$ cat config.mk
export PLATFORM = sky130hd
export DESIGN_NAME = tlb_victim_alloc
export DESIGN_NICKNAME = d
export VERILOG_FILES = /design/src/rtl/tlb_alloc_pkg.sv /design/src/rtl/tlb_victim_alloc_plru.sv /design/src/rtl/tlb_victim_alloc.sv
export SDC_FILE = /design/constraint.sdc
export NUM_CORES = 1
export LEC_CHECK = 0
export ABC_AREA = 1
export BUFFER_PORTS_ARGS = -buffer_cell sky130_fd_sc_hd__buf_2
export CELL_PAD_IN_SITES_DETAIL_PLACEMENT = 1
export CELL_PAD_IN_SITES_GLOBAL_PLACEMENT = 2
export CORE_ASPECT_RATIO = 0.75
export CORE_UTILIZATION = 29
export DETAILED_ROUTE_END_ITERATION = 6
export MAX_ROUTING_LAYER = met4
export PLACE_DENSITY = 0.83
export SYNTH_ARGS = -nofsm -noshare
export SYNTH_HDL_FRONTEND = slang
export SYNTH_SLANG_ARGS = --single-unit
$ cat constraint.sdc
create_clock -name clk -period 1.5 [get_ports clk]
set_input_delay 0.075 -clock clk [delete_from_list [all_inputs] [get_ports clk]]
set_output_delay 0.075 -clock clk [all_outputs]
set_load 0.01 [all_outputs]
$ cat src/rtl/tlb_alloc_pkg.sv
// Shared types and helpers for the TLB victim allocator.
// Latency: n/a (types and a purely combinational helper).
// Backpressure: n/a.
package tlb_alloc_pkg;

    // Allocator FSM: IDLE accepts a request, LOCK holds the victim until fill or flush.
    typedef enum logic [0:0] {
        IDLE = 1'b0,
        LOCK = 1'b1
    } alloc_state_e;

    // Widest valid vector the free-entry search supports; callers pad unused bits with ones.
    localparam int FZ_W = 64;

    // One-hot of the lowest-index zero bit, or all zeros when every bit is set.
    // Adding one ripples through the trailing ones and lands on the first zero.
    function automatic logic [FZ_W-1:0] first_zero_onehot(input logic [FZ_W-1:0] vec);
        return ~vec & (vec + FZ_W'(1));
    endfunction

endpackage

$ cat src/rtl/tlb_victim_alloc_plru.sv
// Tree pseudo-LRU for a fully associative bank: one-hot use in, one-hot victim out.
// Latency: a use updates the tree on the next edge; plru_o is combinational from the tree.
// Backpressure: none; every used_i pulse is absorbed in the cycle it arrives.
module plru_tree #(
    parameter int ENTRIES = 16
) (
    input  logic               clk,
    input  logic               rst,
    input  logic [ENTRIES-1:0] used_i,
    output logic [ENTRIES-1:0] plru_o
);

    localparam int LEVELS = $clog2(ENTRIES);

    // Heap-indexed nodes 1..ENTRIES-1 stored at bit k-1. A node bit of 1 means the
    // victim lies in its upper-index half, 0 means the lower-index half.
    logic [ENTRIES-2:0] node_q;
    logic [ENTRIES-2:0] node_d;

    // The tree is deliberately not reset; allocation never consults it until every
    // entry has been filled, and those fills write every node.
    logic unused_rst;
    assign unused_rst = rst;

    // Entries that reach heap node 'node' through its lower (dir=0) or upper (dir=1) child.
    function automatic logic [ENTRIES-1:0] side_mask(input int node, input int dir);
        logic [ENTRIES-1:0] m;
        m = '0;
        for (int e = 0; e < ENTRIES; e++) begin
            for (int l = 0; l < LEVELS; l++) begin
                if ((((ENTRIES + e) >> (l + 1)) == node) && ((((ENTRIES + e) >> l) & 1) == dir)) begin
                    m[e] = 1'b1;
                end
            end
        end
        return m;
    endfunction

    // A use under one half of a node points that node at the other half.
    for (genvar k = 1; k < ENTRIES; k++) begin : g_node
        localparam logic [ENTRIES-1:0] LO_MASK = side_mask(k, 0);
        localparam logic [ENTRIES-1:0] HI_MASK = side_mask(k, 1);
        assign node_d[k-1] = (|(used_i & LO_MASK)) ? 1'b1 :
                             (|(used_i & HI_MASK)) ? 1'b0 : node_q[k-1];
    end

    // An entry is the victim when every node on its root path points toward it.
    for (genvar e = 0; e < ENTRIES; e++) begin : g_pick
        logic [LEVELS-1:0] on_path;
        for (genvar l = 0; l < LEVELS; l++) begin : g_lvl
            localparam int   LEAF = ENTRIES + e;
            localparam int   NODE = LEAF >> (l + 1);
            localparam logic DIR  = (((LEAF >> l) & 1) != 0);
            assign on_path[l] = (node_q[NODE-1] == DIR);
        end
        assign plru_o[e] = &on_path;
    end

    // Tree state register.
    always_ff @(posedge clk) begin
        node_q <= node_d;
    end

endmodule

$ cat src/rtl/tlb_victim_alloc.sv
// Victim allocator: picks lowest invalid entry else PLRU, locks it for the refill engine, tracks valid bits.
// Latency: alloc_req_i -> alloc_ack_o/alloc_way_o/busy_o 1 cycle; fill_done_i -> valid_o 1 cycle.
// Backpressure: one victim outstanding; requests are ignored while busy_o until fill, flush or reset.
module tlb_victim_alloc
    import tlb_alloc_pkg::*;
#(
    parameter int ENTRIES = 16
) (
    input  logic               clk,
    input  logic               rst,
    input  logic               hit_valid_i,
    input  logic [ENTRIES-1:0] hit_way_i,
    input  logic               alloc_req_i,
    output logic               alloc_ack_o,
    output logic [ENTRIES-1:0] alloc_way_o,
    output logic               busy_o,
    input  logic               fill_done_i,
    input  logic               flush_i,
    output logic [ENTRIES-1:0] valid_o
);

    localparam logic [0:0] ST_IDLE = IDLE;
    localparam logic [0:0] ST_LOCK = LOCK;

    logic [0:0]         state_q, state_d;
    logic [ENTRIES-1:0] valid_q, valid_d;
    logic [ENTRIES-1:0] way_q,   way_d;
    logic               ack_q,   ack_d;

    logic [FZ_W-1:0]    fz_in;
    logic [ENTRIES-1:0] free_way;
    logic [ENTRIES-1:0] plru_way;
    logic [ENTRIES-1:0] victim;
    logic [ENTRIES-1:0] hit_masked;
    logic [ENTRIES-1:0] use_vec;
    logic               fill_fire;

    // Pad above ENTRIES with ones so the free search never selects a nonexistent entry.
    always_comb begin
        fz_in = '1;
        fz_in[ENTRIES-1:0] = valid_q;
    end

    assign free_way  = ENTRIES'(first_zero_onehot(fz_in));
    assign victim    = (&valid_q) ? plru_way : free_way;
    assign fill_fire = (state_q == ST_LOCK) && fill_done_i;

    // Hits only count on valid entries, and never on the entry being refilled.
    always_comb begin
        hit_masked = '0;
        if (hit_valid_i) begin
            hit_masked = hit_way_i & valid_q;
            if (state_q == ST_LOCK) begin
                hit_masked = hit_masked & ~way_q;
            end
        end
    end

    // Tree use vector: a completing fill beats a hit; reset and flush suppress both.
    always_comb begin
        use_vec = '0;
        if (!rst && !flush_i) begin
            use_vec = fill_fire ? way_q : hit_masked;
        end
    end

    plru_tree #(
        .ENTRIES (ENTRIES)
    ) u_plru (
        .clk    (clk),
        .rst    (rst),
        .used_i (use_vec),
        .plru_o (plru_way)
    );

    // Allocation FSM; flush clears everything in its cycle and drops coincident requests and fills.
    always_comb begin
        state_d = state_q;
        valid_d = valid_q;
        way_d   = way_q;
        ack_d   = 1'b0;
        if (flush_i) begin
            valid_d = '0;
            state_d = ST_IDLE;
        end else if (state_q == ST_IDLE) begin
            if (alloc_req_i) begin
                way_d   = victim;
                ack_d   = 1'b1;
                state_d = ST_LOCK;
            end
        end else if (fill_done_i) begin
            valid_d = valid_q | way_q;
            state_d = ST_IDLE;
        end
    end

    // Allocator state registers with synchronous reset.
    always_ff @(posedge clk) begin
        if (rst) begin
            state_q <= ST_IDLE;
            valid_q <= '0;
            way_q   <= '0;
            ack_q   <= 1'b0;
        end else begin
            state_q <= state_d;
            valid_q <= valid_d;
            way_q   <= way_d;
            ack_q   <= ack_d;
        end
    end

    assign alloc_ack_o = ack_q;
    assign alloc_way_o = way_q;
    assign busy_o      = (state_q == ST_LOCK);
    assign valid_o     = valid_q;

endmodule
Word level (Yosys, flattened, before mapping)
Cells that the tools add are included.
W data, S select, Z words.
- logic and storage cells: 90
- bits in registers: 49
- bits of input ports: 22
- output and inout bits: 34
- add/sub/neg operators: 1
- multiplexer cells: 8
- reductions and logical operators: 39
- bitwise operators: 23
- operator list (cell ; number):
    $mux W16 ; 5
    $reduce_and A4 Y1 ; 16
    $and A16 B16 Y16 ; 3
    $not A16 Y16 ; 2
    $reduce_or A2 Y1 ; 9
    $not A1 Y1 ; 17
    $add A16 B2 Y16 const B ; 1
    $or A16 B16 Y16 ; 1
    $reduce_and A16 Y1 ; 1
    $reduce_or A4 Y1 ; 4
    $reduce_or A8 Y1 ; 2
    $mux W1 ; 3
    $reduce_and A3 Y1 ; 1
    $reduce_or A3 Y1 ; 1
    $logic_and A1 B1 Y1 ; 2
    $logic_not A1 Y1 ; 2
    $reduce_and A2 Y1 ; 1

Longest topological paths before layout
Gate-level depths: netlist of run 1.
- depth after elaboration: 7
- depth in mapped cells: 11

Cells and area by module
A second synthesis of run 1 with hierarchy kept.
- cells, all modules: 388
- area total of the unflattened synthesis: 2586.2 µm²
- by module, submodules not included (module ; area an instance (µm²) ; seq. area each (µm²) ; cells an instance ; instances):
    tlb_victim_alloc ; 1966.9 ; 680.7 ; 307 ; 1
    plru_tree ; 619.3 ; 300.3 ; 81 ; 1

Least setup slack after synthesis of run 1
OpenSTA, ideal clock, no wires.
- path type: reg2reg
- start: reg valid_q[0] (netlist: valid_o[0])
- end: reg way_q[15] (netlist: alloc_way_o[15])
- cell stages (with the launch flop): 10
- arrival time: 1.224 ns
- required time: 1.383 ns
- slack: 0.159 ns
- setup time: 0.117 ns
- cell sequence: dfxtp_1 > nand2_2 > nor2_4 > nand2_4 > nor2_8 > nand2_2 > nand2_1 > nor2_1 > nor2_1 > nor2_1
- word-level cells in the longest chain between the ends: 3
- elaborated cells between the ends (all ways): 4
- those cells by class: add/sub (1); mux (1); bitwise (1); reduce/logical (1)
- ends and longest elaborated chain (item ; RTL line ; text):
    start, declared ; tlb_victim_alloc.sv:26 ; logic [ENTRIES-1:0] valid_q, valid_d;
    start signal, assigned ; tlb_victim_alloc.sv:106 ; valid_q <= valid_d;
    $add A16 B2 Y16 ; tlb_alloc_pkg.sv:18 ; return ~vec & (vec + FZ_W'(1));
    $and A16 B16 Y16 ; tlb_alloc_pkg.sv:18 ;
    $mux W16 (*) ; tlb_victim_alloc.sv:45 ; assign victim = (&valid_q) ? plru_way : free_way;
    end signal, assigned ; tlb_victim_alloc.sv:107 ; way_q <= way_d;
    end, declared ; tlb_victim_alloc.sv:27 ; logic [ENTRIES-1:0] way_q, way_d;
Mark *: on every way between the ends. The rest lies on a longest branch, timed or not.
A chain may end at the register's enable or synchronous reset.

Worst setup path in the final report of run 1
- start: reg valid_q[3] (netlist: valid_o[3])
- end: reg way_q[6] (netlist: alloc_way_o[6])
The elaborated chain is that of the path after synthesis.

==> results of run 1 <==
-- flip-flops by register name, indices dropped and copies added (netlist names) --
signal and cells:
alloc_way_o 16, valid_o 16, u_plru.node_q 15, alloc_ack_o 1
busy_o 1
-- cell usage after synthesis (all sizes together) --
cell type  instances
buf                8
o21a               5
a21oi             23
nand3             34
o21bai             3
nor4               1
o211ai             3
nor3               4
dfxtp             49
o22ai              1
nor2              46
nand2            126
inv               43
o21ai             27
a31oi              2
a31o               1
nand4              7
clkbuf             3
or2                1
clkinv             1
-- critical path, cell delays in order (launching register included) --
cell	delay (ps)
dfxtp_2	350
nand2_2	90
nor2_4	160
nand2_4	120
nor3_4	330
nand2_1	120
a31oi_1	150
-- cell usage in the layout, fill, tap and decap left out, types with 5 or more instances in the layout --
master     instances
o21ai_1            5
nor2_2             5
o21ai_0           22
nand2_2            6
nand3_1           33
inv_1             41
buf_4             26
nor2_1            36
nand4_1            7
dfxtp_1           45
nand2_1          118
o21a_1             5
clkbuf_16          5
buf_2             55
a21oi_1           22
-- layer usage --
layer,GRT usage [%],share of wire [%],up-vias
li1,-,-,1403
met1,28.0,50,1327
met2,34.2,46,48
met3,3.41,3.6,4
met4,3.27,0.54,0
met5,-,0,-
-- power breakdown --
group	switching [W]	total, W	internal, W	leakage (nW)
combinational	0.000267	0.000422	0.000156	1.18
sequential	0.0000742	0.00147	0.00140	0.402
clock	0.000489	0.00115	0.000657	0.0700
total	0.000830	0.00304	0.00221	1.65
-- worst max path at each step --
stage / from / endpoint / slack, ps / cells past startpoint
2_1_floorplan: valid_o[0] / alloc_way_o[15] / 160 / 9
3_3_place_gp: busy_o / u_plru.node_q[0] / -20 / 10
3_5_place_dp: busy_o / u_plru.node_q[0] / -80 / 10
4_1_cts: busy_o / u_plru.node_q[0] / 1 / 10
5_1_grt: busy_o / u_plru.node_q[0] / 0.9 / 10
6_report: valid_o[3] / alloc_way_o[6] / 100 / 6
-- cell families (layout without fill, tap and decap cells) --
kind of cell	Yosys count	after routing	synth area share (%)
flip-flops	49	49	38.2
AO/OA/AOI/OAI	65	65	14.2
buffers and inverters	55	135	9.34
AND/OR/NAND/NOR	219	219	38.3
-- through the flow --
| step | hold WS [ps] | utilization [%] | setup slack, ps | instances | power [W] |
|---|---|---|---|---|---|
| 6_report | 88.0 | 39.2 | 95.9 | 576 | 0.00304 |
| 5_1_grt | 121 | 39.2 | 0.939 | 576 | 0.00320 |
| 4_1_cts | 58.9 | 38.5 | 1.29 | 573 | 0.00308 |
| 3_5_place_dp | 360 | 36.8 | -79.1 | 566 | 0.00192 |
| 3_3_place_gp | 364 | 36.8 | -15.5 | 566 | 0.00190 |
| 2_1_floorplan | 227 | - | 159 | 388 | 0.00175 |
-- timing repair --
action | 4_1_cts | 5_1_grt
cloned | 0 | 0
pin swaps | 0 | 5
setup buffers | 0 | 3
endpoints found under the setup margin | 3 | 14
gates resized for setup | 1 | 14
-- cell type report --
cell class	count	area (sq um)	area share, %
clock buffers	7	143	4.27
multi-input cells	284	1380	41.1
well taps	108	135	4.04
inverters	44	170	5.09
flip-flops and latches	49	988	29.6
repair buffers	84	531	15.9
==> results.toml, run 1 <==
[clock_network]
holdBufCountCts = 0
clkTransAtPathRegs_ps = 70
clk_latency_ps = 290
clockBufferDepth = 2
clkSinkCount = 49
cts-root-buf = "clkbuf_16"
cts_tree = "yes"
htreeDepth = 2
cts_inserted_buffers = 5

[worst_hold_path]
hp-class = "input port to flop"
min_from = "alloc_req_i"
hold-path-endpoint = "busy_o"
hold-path-cell-count = 3

[global_routing]
grt_pass1_vias = 2749
antenna_found_initial = 0
overflow = 0
grt_use_total_pct = 21.0
grt_max_degree = 25
grt_pass1_wl_mm = 14.7

[critical_path]
critPathCaptureType = "flop"
r2r-start = "valid_o[3]"
cp.arrival_ps = 1620
r2r_cells = 6
worst-setup-path-type = "flop to flop"
cp.required_ps = 1710
reg2reg_to = "alloc_way_o[6]"
worstPathMaxFanout = 5
critPathLaunchType = "flop"
r2r_slack_ps = 100

[detailed_routing]
ant_nets = 0
viasPerCell = 4.83
vias = 2782
routed_wl_mm = 9.16
first_iter_violations = 125
drt_pass1_iterations = 4
wire_per_inst_microns = 15.9
drc = 0

[finish]
layout-drive-gt1-share_pct = 25.6
layout.nets = 490
fillerInstances = 1102
antenna_cells = 0
postLayoutCellArea_sq_um = 3340
syn_to_final_growth_pct = 30.0

[sta]
min_period_over_period_pct = 93.6
finalCriticalPeriod_ps = 1400
setup-tns-final_ps = 0
max_freq_ghz = 0.712
rsz0062_at_grt = "false"
relSlewSlack_pct = 79.9
hold_viol_final = 0
setup_viol = 0
slew_viol_final = 0
worstMarginPinSlew_ps = 301
fin_worst_skew_ps = 5.33

[power_and_ir_drop]
ir_drop_v = 0.000444
p_leak_nw = 1.65
power_density_nw_per_um2 = 911

[yosys]
yosysSeqAreaShare_pct = 38.2
synth_cell_type_count = 34
syn_area_per_cell_sq_um = 6.63
syn_nets = 410
synth_top_cell_by_area = "dfxtp_1"
ys.warnings.count = 0
synth_top_area_share_pct = 38.2
synth_area_leaders = "dfxtp_1 (38%), nand2_1 (18%), nand3_1 (6.6%), inv_1 (6.0%), nor2_1 (5.5%)"
ys_ff_latch = 49
syn_inst = 388
netlist_area_sq_um = 2570

[place]
io_buffers = 55
placedInstanceArea_sq_um = 3140
hpwl_mm = 6.88
gp_congestion = 0.849

[outcome]
status = "completed"

[floorplanning]
rows = 29
ios = 56
dieArea_sq_um = 9250
die_h_microns = 83.5
start_util_pct = 30.2
die_w_microns = 111
core-area_sq_um = 8530

[job]
drv_cap = 0
(Power assumes the default switching activity.)
==> inputs of run 2 (changes only) <==
--- a/config.mk
+++ b/config.mk
@@ -6,14 +6,14 @@
 export NUM_CORES = 1
 export LEC_CHECK = 0
 export ABC_AREA = 1
-export BUFFER_PORTS_ARGS = -buffer_cell sky130_fd_sc_hd__buf_2
 export CELL_PAD_IN_SITES_DETAIL_PLACEMENT = 1
 export CELL_PAD_IN_SITES_GLOBAL_PLACEMENT = 2
 export CORE_ASPECT_RATIO = 0.75
-export CORE_UTILIZATION = 29
+export CORE_UTILIZATION = 33
 export DETAILED_ROUTE_END_ITERATION = 6
+export DONT_BUFFER_PORTS = 1
 export MAX_ROUTING_LAYER = met4
-export PLACE_DENSITY = 0.83
+export PLACE_DENSITY = 0.81
 export SYNTH_ARGS = -nofsm -noshare
 export SYNTH_HDL_FRONTEND = slang
 export SYNTH_SLANG_ARGS = --single-unit
==> run 2 against run 1 <==
Clock skew about the same. Count of clock-buffer cells in the layout decreased by 1. Global-route usage increased by 2.0 points. Clock power decreased by 31%. Wire length decreased by 3.0%. Maximum frequency decreased by 0.97%. Register-to-register slack about the same. Cell count decreased by 9.4%. Critical path depth increased by 2. Critical path type unchanged. Highest routed layer unchanged.
==> results.toml, run 2 (synthesis gave the netlist of run 1 again) <==
[clock_network]
clkSinkCount = 49
cts-root-buf = "clkbuf_8"
clockBufferDepth = 2
cts_tree = "yes"
clkTransAtPathRegs_ps = 90
cts_inserted_buffers = 5
clk_latency_ps = 310
htreeDepth = 2

[critical_path]
cp.required_ps = 1760
r2r_cells = 8
critPathLaunchType = "flop"
slowest_stage = "dfxtp_1"
worstPathMaxFanout = 5
cp.arrival_ps = 1680
worst-setup-path-type = "flop to flop"
critPathCaptureType = "flop"
r2r-start = "valid_o[2]"
reg2reg_to = "alloc_way_o[9]"
path_buf_inv = 1
r2r_slack_ps = 80
slowest_delay_ps = 350
crit_chain = "nand2_2 -> nor2_4 -> nand2_4 -> nor3_4 -> nand3_1 -> nand2_1 -> nand2_1 -> inv_1"
cp_top_family = "simple AND/OR/NAND/NOR gates"
critPathMostFrequentCell = "nand2_1"

[place]
gp_congestion = 0.874
io_buffers = 0
hpwl_mm = 6.68
dp_slack_ps = -78.6

[power_and_ir_drop]
ir_drop_v = 0.000457
p_leak_nw = 1.40
power_density_nw_per_um2 = 870
power_w = 0.00264

[outcome]
status = "completed"

[global_routing]
grt_pass1_vias = 2582
grt_max_degree = 25
overflow = 0
grt_pass1_wl_mm = 14.0
grt_use_total_pct = 23.0
antenna_found_initial = 0

[detailed_routing]
ant_nets = 0
drc = 0
first_iter_violations = 91
drt_pass1_iterations = 5
routed_wl_mm = 8.88
wire_per_inst_microns = 17.0
vias = 2597
viasPerCell = 4.98

[worst_hold_path]
hold-path-cell-count = 3
min_from = "rst"
hp-class = "input port to flop"
hold-path-endpoint = "valid_o[8]"

[floorplanning]
dieArea_sq_um = 8150
ios = 56
die_h_microns = 78.4
start_util_pct = 34.6
core-area_sq_um = 7430
die_w_microns = 104
rows = 27

[finish]
antenna_cells = 0
multi_input_area_sq_um = 1370
layout.nets = 442
layout_commonest_cell = "nand2_1"
layout-drive-gt1-share_pct = 16.9
final_cell_mix = "nand2_1 (118), dfxtp_1 (44), inv_1 (40)"
syn_to_final_growth_pct = 17.8
utilization_pct = 40.8
fillerInstances = 985
regArea_sq_um = 990

[sta]
max_freq_ghz = 0.705
slew_viol_final = 0
finalCriticalPeriod_ps = 1420
min_period_over_period_pct = 94.5
worstMarginPinSlew_ps = 641
hold_viol_final = 0
rsz0062_at_grt = "false"
setup_viol = 0
fin_worst_skew_ps = 5.12
layout_setup_ws_ps = 82.1
relSlewSlack_pct = 57.1

[job]
drv_cap = 0
==> run 2: timing repair <==
action,in CTS,in global routing
pin swaps,0,5
endpoints found under the hold margin,10,0
setup buffers,0,2
setup endpoints to repair,9,13
gates resized for setup,2,16
hold buffers,2,0
==> run 2: layout make-up <==
| cell class | count | share of cell area (%) |
|---|---|---|
| Multi-Input combinational cell | 284 | 45.3 |
| Clock buffer | 6 | 2.40 |
| Clock inverter | 2 | 0.330 |
| Sequential cell | 49 | 32.7 |
| Tap cell | 101 | 4.17 |
| Timing Repair Buffer | 36 | 9.33 |
| Inverter | 44 | 5.78 |
==> run 2: where the power goes <==
| part | total [W] | internal (W) | switching [W] | leakage [nW] |
|---|---|---|---|---|
| clock network | 0.000793 | 0.000325 | 0.000467 | 0.0450 |
| logic | 0.000354 | 0.000121 | 0.000233 | 0.951 |
| registers | 0.00149 | 0.00140 | 0.0000893 | 0.403 |
| total | 0.00264 | 0.00185 | 0.000790 | 1.40 |
==> run 2: worst max path at each step <==
stage               startpoint                to  slack [ps]  cells past startpoint
CTS                     busy_o  u_plru.node_q[0]          20                     10
global route        valid_o[2]   alloc_way_o[15]         0.6                      9
floorplan           valid_o[0]   alloc_way_o[15]         160                      9
finish              valid_o[2]    alloc_way_o[9]          80                      8
global placement        busy_o   alloc_way_o[14]         -30                      8
detailed placement      busy_o   alloc_way_o[14]         -80                      8
==> run 2: tightest hold or removal path, cell delays in order <==
cell	delay (ps)
nor2_2	30
clkinv_1	120
a21oi_1	50
==> run 2: stage by stage <==
step | area [sq um] | instances | setup TNS, ps | hold slack (ps)
4_1_cts | 2970 | 520 | 0 | 14.9
3_5_place_dp | 2870 | 510 | -247 | 141
5_1_grt | 3030 | 522 | 0 | 26.9
2_1_floorplan | 2570 | 388 | 0 | 227
6_report | 3030 | 522 | 0 | 17.6
3_3_place_gp | 2870 | 510 | -56.6 | 140
==> run 2: routing by layer <==
| metal | wire, microns | part of all wire [%] | global-route usage (%) | vias to the layer above |
|---|---|---|---|---|
| met5 | 0 | 0 | - | - |
| met4 | 68 | 0.77 | 5.71 | 0 |
| met3 | 368 | 4.1 | 3.82 | 7 |
| met2 | 4190 | 47 | 37.5 | 49 |
| met1 | 4250 | 48 | 29.8 | 1231 |
| li1 | - | - | - | 1310 |
